===== src/rtl/gpu_scalex_pipe.sv =====
// Scale2x/Scale3x sub-pixel engine: 2-stage valid/ready pipeline with a saturating edge-pixel counter.
// Scale3x rules are built only when GPU_SCALEX_3X_EN is defined; otherwise mode is forced to Scale2x.
module gpu_scalex_pipe #(
   parameter int PIX_W = 9,
   parameter int CNT_W = 16
) (
   input  logic             clk,
   input  logic             rst_n,
   input  logic             bypass,
   input  logic             stat_clr,
   input  logic [PIX_W-1:0] ipix_A,
   input  logic [PIX_W-1:0] ipix_B,
   input  logic [PIX_W-1:0] ipix_C,
   input  logic [PIX_W-1:0] ipix_D,
   input  logic [PIX_W-1:0] ipix_E,
   input  logic [PIX_W-1:0] ipix_F,
   input  logic [PIX_W-1:0] ipix_G,
   input  logic [PIX_W-1:0] ipix_H,
   input  logic [PIX_W-1:0] ipix_I,
   input  logic [3:0]       ipix_sel,
   input  logic             ipix_mode,
   input  logic             ipix_valid,
   output logic             ipix_ready,
   output logic [PIX_W-1:0] opix_Ex,
   output logic [3:0]       opix_sel,
   output logic             opix_valid,
   input  logic             opix_ready,
   output logic [CNT_W-1:0] stat_cnt
);

   typedef enum logic [2:0] {
      SRC_E = 3'd0,
      SRC_B = 3'd1,
      SRC_D = 3'd2,
      SRC_F = 3'd3,
      SRC_H = 3'd4
   } src_e;

   logic             w_stall;
   logic             r1_valid;
   logic [3:0]       r1_sel;
   logic             r1_gate;
   logic             r1_eq_db;
   logic             r1_eq_bf;
   logic             r1_eq_dh;
   logic             r1_eq_hf;
   logic [PIX_W-1:0] r1_b;
   logic [PIX_W-1:0] r1_d;
   logic [PIX_W-1:0] r1_e;
   logic [PIX_W-1:0] r1_f;
   logic [PIX_W-1:0] r1_h;
   logic             r2_edge;
   src_e             w_src;
   logic [PIX_W-1:0] w_res;

   // A stalled output freezes the whole pipe, so the input side simply mirrors it.
   assign w_stall    = opix_valid & ~opix_ready;
   assign ipix_ready = ~w_stall;

   always_ff @(posedge clk) begin
      if (!rst_n) begin
         r1_valid <= 1'b0;
         r1_sel   <= 4'd0;
         r1_gate  <= 1'b0;
         r1_eq_db <= 1'b0;
         r1_eq_bf <= 1'b0;
         r1_eq_dh <= 1'b0;
         r1_eq_hf <= 1'b0;
         r1_b     <= '0;
         r1_d     <= '0;
         r1_e     <= '0;
         r1_f     <= '0;
         r1_h     <= '0;
      end else if (!w_stall) begin
         r1_valid <= ipix_valid;
         r1_sel   <= ipix_sel;
         r1_gate  <= (ipix_B == ipix_H) | (ipix_D == ipix_F) | bypass;
         r1_eq_db <= (ipix_D == ipix_B);
         r1_eq_bf <= (ipix_B == ipix_F);
         r1_eq_dh <= (ipix_D == ipix_H);
         r1_eq_hf <= (ipix_H == ipix_F);
         r1_b     <= ipix_B;
         r1_d     <= ipix_D;
         r1_e     <= ipix_E;
         r1_f     <= ipix_F;
         r1_h     <= ipix_H;
      end
   end

`ifdef GPU_SCALEX_3X_EN
   logic r1_mode;
   logic r1_ne_ea;
   logic r1_ne_ec;
   logic r1_ne_eg;
   logic r1_ne_ei;

   always_ff @(posedge clk) begin
      if (!rst_n) begin
         r1_mode  <= 1'b0;
         r1_ne_ea <= 1'b0;
         r1_ne_ec <= 1'b0;
         r1_ne_eg <= 1'b0;
         r1_ne_ei <= 1'b0;
      end else if (!w_stall) begin
         r1_mode  <= ipix_mode;
         r1_ne_ea <= (ipix_E != ipix_A);
         r1_ne_ec <= (ipix_E != ipix_C);
         r1_ne_eg <= (ipix_E != ipix_G);
         r1_ne_ei <= (ipix_E != ipix_I);
      end
   end
`else
   logic w_unused;
   assign w_unused = ^{ipix_A, ipix_C, ipix_G, ipix_I, ipix_mode};
`endif

   always_comb begin
      w_src = SRC_E;
      if (!r1_gate) begin
`ifdef GPU_SCALEX_3X_EN
         if (r1_mode) begin
            case (r1_sel)
               4'd0: if (r1_eq_db) w_src = SRC_D;
               4'd1: if ((r1_eq_db & r1_ne_ec) | (r1_eq_bf & r1_ne_ea)) w_src = SRC_B;
               4'd2: if (r1_eq_bf) w_src = SRC_F;
               4'd3: if ((r1_eq_db & r1_ne_eg) | (r1_eq_dh & r1_ne_ea)) w_src = SRC_D;
               4'd5: if ((r1_eq_bf & r1_ne_ei) | (r1_eq_hf & r1_ne_ec)) w_src = SRC_F;
               4'd6: if (r1_eq_dh) w_src = SRC_D;
               4'd7: if ((r1_eq_dh & r1_ne_ei) | (r1_eq_hf & r1_ne_eg)) w_src = SRC_H;
               4'd8: if (r1_eq_hf) w_src = SRC_F;
               default: w_src = SRC_E;
            endcase
         end else
`endif
         begin
            case (r1_sel)
               4'd0: if (r1_eq_db) w_src = SRC_D;
               4'd1: if (r1_eq_bf) w_src = SRC_F;
               4'd2: if (r1_eq_dh) w_src = SRC_D;
               4'd3: if (r1_eq_hf) w_src = SRC_F;
               default: w_src = SRC_E;
            endcase
         end
      end
   end

   always_comb begin
      w_res = r1_e;
      case (w_src)
         SRC_B:   w_res = r1_b;
         SRC_D:   w_res = r1_d;
         SRC_F:   w_res = r1_f;
         SRC_H:   w_res = r1_h;
         default: w_res = r1_e;
      endcase
   end

   always_ff @(posedge clk) begin
      if (!rst_n) begin
         opix_valid <= 1'b0;
         opix_Ex    <= '0;
         opix_sel   <= 4'd0;
         r2_edge    <= 1'b0;
      end else if (!w_stall) begin
         opix_valid <= r1_valid;
         opix_Ex    <= w_res;
         opix_sel   <= r1_sel;
         r2_edge    <= (w_src != SRC_E);
      end
   end

   // Counts by chosen source, so a neighbour that happens to equal E still counts.
   always_ff @(posedge clk) begin
      if (!rst_n) begin
         stat_cnt <= '0;
      end else if (stat_clr) begin
         stat_cnt <= '0;
      end else if (opix_valid & opix_ready & r2_edge & ~(&stat_cnt)) begin
         stat_cnt <= stat_cnt + 1'b1;
      end
   end

endmodule

===== config.mk =====
export PLATFORM = sky130hd
export DESIGN_NAME = gpu_scalex_pipe
export DESIGN_NICKNAME = d
export VERILOG_FILES = /design/src/rtl/gpu_scalex_pipe.sv
export SDC_FILE = /design/constraint.sdc
export NUM_CORES = 1
export LEC_CHECK = 0
export CORE_ASPECT_RATIO = 1.4
export CORE_UTILIZATION = 45
export DETAILED_ROUTE_END_ITERATION = 12
export PLACE_DENSITY_LB_ADDON = 0.25
export SETUP_SLACK_MARGIN = 0.15
export SYNTH_ARGS = -nofsm -noshare
export SYNTH_HDL_FRONTEND = slang
export SYNTH_SLANG_ARGS = --single-unit

===== constraint.sdc =====
create_clock -name clk -period 2 [get_ports clk]
set_input_delay 0.3 -clock clk [delete_from_list [all_inputs] [get_ports clk]]
set_output_delay 0.3 -clock clk [all_outputs]
set_load 0.005 [all_outputs]

# Word-level counts from Yosys, hierarchy flattened
# Index checks and enable logic that the tools add are counted.
totals:
  wordCells: 52
  ff_bits: 86
  inputBits: 92
  out_inout_bits: 31
op_classes:
  addsub: 1
  n_eq_ne: 13
  n_reduce_logical: 4
  bitwise_logic: 10
  mux: 7
op_table:
  columns: ["operator", "count"]
  rows:
  - ["equality test 9 bit", 6]
  - ["case mux 9 bit (4 select lines)", 1]
  - ["adder 16 x 1 -> 16 bit, second input constant", 1]
  - ["AND reduction 16 bit", 1]
  - ["case mux 3 bit (4 select lines)", 1]
  - ["equality test 4 x 2 -> 1 bit, second input constant", 2]
  - ["two-way mux 2 bit", 4]
  - ["equality test 3 x 2 -> 1 bit, second input constant", 2]
  - ["AND 1 bit", 4]
  - ["equality test 4 x 1 -> 1 bit, second input constant", 1]
  - ["logical NOT 4 bit", 1]
  - ["NOT 1 bit", 4]
  - ["equality test 3 x 1 -> 1 bit, second input constant", 1]
  - ["equality test 3 bit, second input constant", 1]
  - ["two-way mux 3 bit", 1]
  - ["nonzero test 3 bit", 1]
  - ["OR 1 bit", 2]
  - ["OR reduction 2 bit", 1]

# Longest topological paths before layout
# Gate-level depths: netlist of the first run.
depth:
  word_depth: 5
  ltp_mapped: 6
  mapped_depth_nobuf: 5

# Worst setup path after synthesis of the first run
# Ideal clock, no wire load.
synth_timing:
  kind: "reg-to-reg"
  start: "register stat_cnt[0]"
  end: "register stat_cnt[10]"
  setup_slack_ns: 0.348
  setup_time_ns: 0.070
  n_path_buf: 0
  required_time_ns: 1.930
  arrival_ns: 1.581
  period_less_slack_ns: 1.652
  path_stages_with_launch: 6
  path_cell_list: "dfxtp_1 -> ha_1 -> and4_1 -> nand3_2 -> or4_1 -> a21oi_1"
synth_via:
  elab_chain_cells: 3
  elab_cells_between_ends: 4
  cone_classes: "1 x add/sub; 2 x bitwise; 1 x reduce/logical"
synth_rtl:
  columns: ["item", "line_no", "text"]
  rows:
  - ["start, declared", "28", "output logic [CNT_W-1:0] stat_cnt"]
  - ["start signal, assigned", "179", "stat_cnt <= stat_cnt + 1'b1;"]
  - ["parallel branches: the longest is 3 deep, another holds adder 16 x 1 -> 16 bit", null, null]
# Several ways; the timed one is not identified.
# A chain may end at the register's enable or synchronous reset.

# Final worst setup path of the first run
layout_timing:
  start: "register opix_valid"
  end: "output ipix_ready"
layout_via:
  elab_chain_cells: 2
layout_rtl:
  columns: ["item", "line_no", "text"]
  rows:
  - ["start, declared", "26", "output logic opix_valid,"]
  - ["start signal, assigned", "165", "opix_valid <= r1_valid;"]
  - ["AND 1 bit", "57", "assign w_stall = opix_valid & ~opix_ready;"]
  - ["NOT 1 bit", "58", "assign ipix_ready = ~w_stall;"]
  - ["end, declared", "23", "output logic ipix_ready,"]
# No other way between the ends.

==> metrics.txt, run 1 <==
result of the run complete, no violations; final clock skew 0.0138 ns; worst slew pin tran 0.524 ns; Clk pwr share 0.392; maximum level of the CTS H-tree 3; Final Total Pwr 3110 uW; fraction of power spent switching nets 0.245; top-count cell post-synth sky130_fd_sc_hd__nand2_1; setup violation total in the final timing report 0; top cell type's share of synthesized area 0.384; Clock Sinks roughly 70; Crit Path Category flip-flop to primary output; worst setup slack before clock tree synthesis -0.155 ns; proportion of layout cells with a drive suffix above 1 0.0784; Congestion Overflow GR 0; post-route setup slack ~0.23 ns; router iterations before antenna repair 4; Critical Path End Type primary output; clock latency on the worst-skew pair 0.34 ns; largest driver fanout on the critical path 5; total number of vias about 3400; number of slew-limit violations in the final report 0; clock transition at the registers of the reported paths 0.07 ns; share of synthesized flip-flops with an asynchronous set or reset 0; syn_area_per_cell 8.22 um^2; number of filler cells placed in the layout approximately 670; most instantiated flip-flop cell in the synthesis netlist sky130_fd_sc_hd__dfxtp_1; global-route wire length before repair 15.6 mm; Inserted Clock Buffers 9; top post-synthesis cells by area sky130_fd_sc_hd__dfxtp_1 38%, sky130_fd_sc_hd__xor2_1 12%, sky130_fd_sc_hd__nand2_1 10%, sky130_fd_sc_hd__a21boi_0 8.5%, sky130_fd_sc_hd__o21ai_0 2.4%; warnings from Yosys 0; floorplan core area 7500 um^2; ports placed on the boundary around 120; Logic pwr share 0.143; detailed-route DRC error count 0; peak supply drop 374 uV; unrepaired setup endpoints after global routing no; area share of fa/ha/maj cells after synthesis 0.00353; multiplexer area fraction after synthesis 0.0120; starting utilization of the core area 0.472; endpoint arrival time on the critical path 1.47 ns; synthesized-area fraction occupied by ao, oa, aoi and oai cells 0.208; wire length per cell 15.0 um; count of port buffers added during placement 85; sequential fraction of design power 0.465; Simple-Gate Fraction of Synth Area 0.222; dominant combinational cell family by area after synthesis simple AND/OR/NAND/NOR gates; Netlist cell types 42; CTS Root Cell sky130_fd_sc_hd__clkbuf_8; final wirelength 9.29 mm; largest net degree at the start of global routing 54; overall die area 8230 um^2; Max clock buf depth 2; number of antenna violations at the first check in global routing 0; post-DR vias/cell between 5 and 6; count of inserted antenna diode cells 0; FF+latch count, synth 68; Power per Cell Area 648 nW/um^2; switching power 762 uW; TritonCTS clock tree yes; Tcrit/Tclk final 0.885; leakage power 0.00174 uW; hold violation total from the final report 0; placed wire-length estimate after detailed placement 7.03 mm; Post-synth EDFFs 0; RD Place Congestion roughly 0.9; time the final worst path needs with I/O delays and setup 1.77 ns; path category of the worst min-delay check flip-flop to flip-flop; DIE HEIGHT 107 um; net count after synthesis about 520; global-route usage over all layers 0.239; Internal Dissipation 2340 uW; part of the Yosys area used for sequential elements 0.384; Max Cap Violations 0; post-synthesis cell count 431; Slew headroom 0.648; cell type with the highest aggregate area in the netlist sky130_fd_sc_hd__dfxtp_1; number of nets with antenna violations after routing 0; post-synthesis share of cell area spent on xor and xnor gates 0.134; Mapped Area ~3500 um^2; Hold-fix buffers, CTS 0; CP Launch Type flip-flop; number of nets in the layout 612; required time at the endpoint of the critical path 1.70 ns; maximum operating frequency approximately 570 MHz; relative area change from synthesis to final layout 35.3%; vias in the first global route approximately 3400; Initial DRC Count 199; most used standard cells in the synthesized netlist 97 x sky130_fd_sc_hd__nand2_1, 68 x sky130_fd_sc_hd__dfxtp_1, 48 x sky130_fd_sc_hd__xor2_1; Die Wd about 77 um; Site Rows 37
[flip-flops by register name, indices dropped and copies added (netlist names)]
register and cells:
r1_f 9, r1_eq_hf 1, r1_eq_db 1, opix_valid 1
r1_valid 1, r1_gate 1, opix_Ex 9, stat_cnt 16
r1_eq_dh 1, r2_edge 1, opix_sel 4, r1_sel 4
r1_e 9, r1_d 9, r1_eq_bf 1
[kinds of logic after synthesis]
group                      after synthesis
muxes                                    3
AOI/OAI and AO/OA                      104
DFF                                     68
and+or+nand+nor                        167
xor gates and xnor gates                54
buffers and inverters                   34
adders and majority gates                1
[worst max-delay path: stages, from the launching register on]
cell	delay [ns]
sky130_fd_sc_hd__dfxtp_1	0.40
sky130_fd_sc_hd__nor2b_4	0.19
sky130_fd_sc_hd__clkinv_2	0.09
sky130_fd_sc_hd__clkdlybuf4s50_1	0.45
[worst paths after layout]
path / cells after the start / startpoint / slack (ns) / to
min: 2 / r1_f[5]$_SDFFE_PN0N_ / 0.46 / r1_f[5]$_SDFFE_PN0N_
max reg2reg: 5 / stat_cnt[1]$_SDFFE_PP0P_ / 0.27 / stat_cnt[8]$_SDFFE_PP0P_
max: 3 / opix_valid$_SDFFE_PN0N_ / 0.23 / ipix_ready
min reg2reg: 2 / r1_f[5]$_SDFFE_PN0N_ / 0.46 / r1_f[5]$_SDFFE_PN0N_
[per-stage QoR]
step	cells	util	hold slack, ns	cell area [um^2]	setup TNS, ns
finish	620	0.639	0.465	4790	0
global route	620	0.639	0.484	4790	0
CTS	620	0.637	0.466	4770	0
detailed placement	604	0.607	0.457	4550	-0.353
global placement	604	0.607	0.449	4550	-0.155
floorplan	431	-	0.441	3540	0
[cell usage in the layout (no fill, tap or decap), types with 4 or more instances in the layout]
cell                               n
sky130_fd_sc_hd__nand2_1          97
sky130_fd_sc_hd__a221oi_1          9
sky130_fd_sc_hd__and3_1            4
sky130_fd_sc_hd__xor2_1           48
sky130_fd_sc_hd__xnor2_1           6
sky130_fd_sc_hd__or4_1             5
sky130_fd_sc_hd__a21oi_1          13
sky130_fd_sc_hd__inv_1            10
sky130_fd_sc_hd__clkdlybuf4s50_1  84
sky130_fd_sc_hd__or3_1             5
sky130_fd_sc_hd__nor2_1           14
sky130_fd_sc_hd__a21boi_0         40
sky130_fd_sc_hd__clkbuf_8          9
sky130_fd_sc_hd__nand4_1           8
sky130_fd_sc_hd__buf_4            14
sky130_fd_sc_hd__o31ai_1           6
sky130_fd_sc_hd__o21ai_0          17
sky130_fd_sc_hd__nor3_1            4
sky130_fd_sc_hd__o32ai_1           9
sky130_fd_sc_hd__dfxtp_1          66
sky130_fd_sc_hd__nand3_1           6
sky130_fd_sc_hd__nor4_1           11
[power groups by stage]
stage                     clock network [uW]  registers [uW]  logic, uW
after floorplan                            0            1470        199
after global placement                     0            1470        434
final                                   1220            1440        444
after CTS                               1230            1440        445
after detailed placement                   0            1480        441
after global routing                    1290            1450        485
[cell type report]
| type | count | area (um^2) | share of cell area |
|---|---|---|---|
| Multi-Input combinational cell | 329 | 2070 | 0.432 |
| Inverter | 11 | 42.5 | 0.00888 |
| Clock buffer | 9 | 124 | 0.0259 |
| Sequential cell | 68 | 1360 | 0.285 |
| Clock inverter | 6 | 90.1 | 0.0188 |
| Timing Repair Buffer | 100 | 978 | 0.204 |
| Tap cell | 97 | 121 | 0.0253 |
[per-layer routing]
| metal | wire, um | global-route usage | vias to the layer above |
|---|---|---|---|
| li1 | - | - | 1689 |
| met1 | 3730 | 0.259 | 1615 |
| met2 | 5060 | 0.459 | 130 |
| met3 | 352 | 0.0383 | 14 |
| met4 | 140 | 0.0903 | 0 |
| met5 | 0 | 0 | - |
[repair_timing]
action | in CTS | in global routing
gates resized for setup | 2 | 5
endpoints found under the setup margin | 2 | 3
setup buffers | 1 | 0
Power figures use the tool's default switching activity.
==> run 2: changes to the inputs <==
--- a/config.mk
+++ b/config.mk
@@ -7,6 +7,7 @@
 export LEC_CHECK = 0
 export CORE_ASPECT_RATIO = 1.4
 export CORE_UTILIZATION = 45
+export CTS_CLUSTER_DIAMETER = 50
 export DETAILED_ROUTE_END_ITERATION = 12
 export PLACE_DENSITY_LB_ADDON = 0.25
 export SETUP_SLACK_MARGIN = 0.15
==> results of run 2 <==
Same layout as run 1: the final DEF is identical, and so are final timing and power.
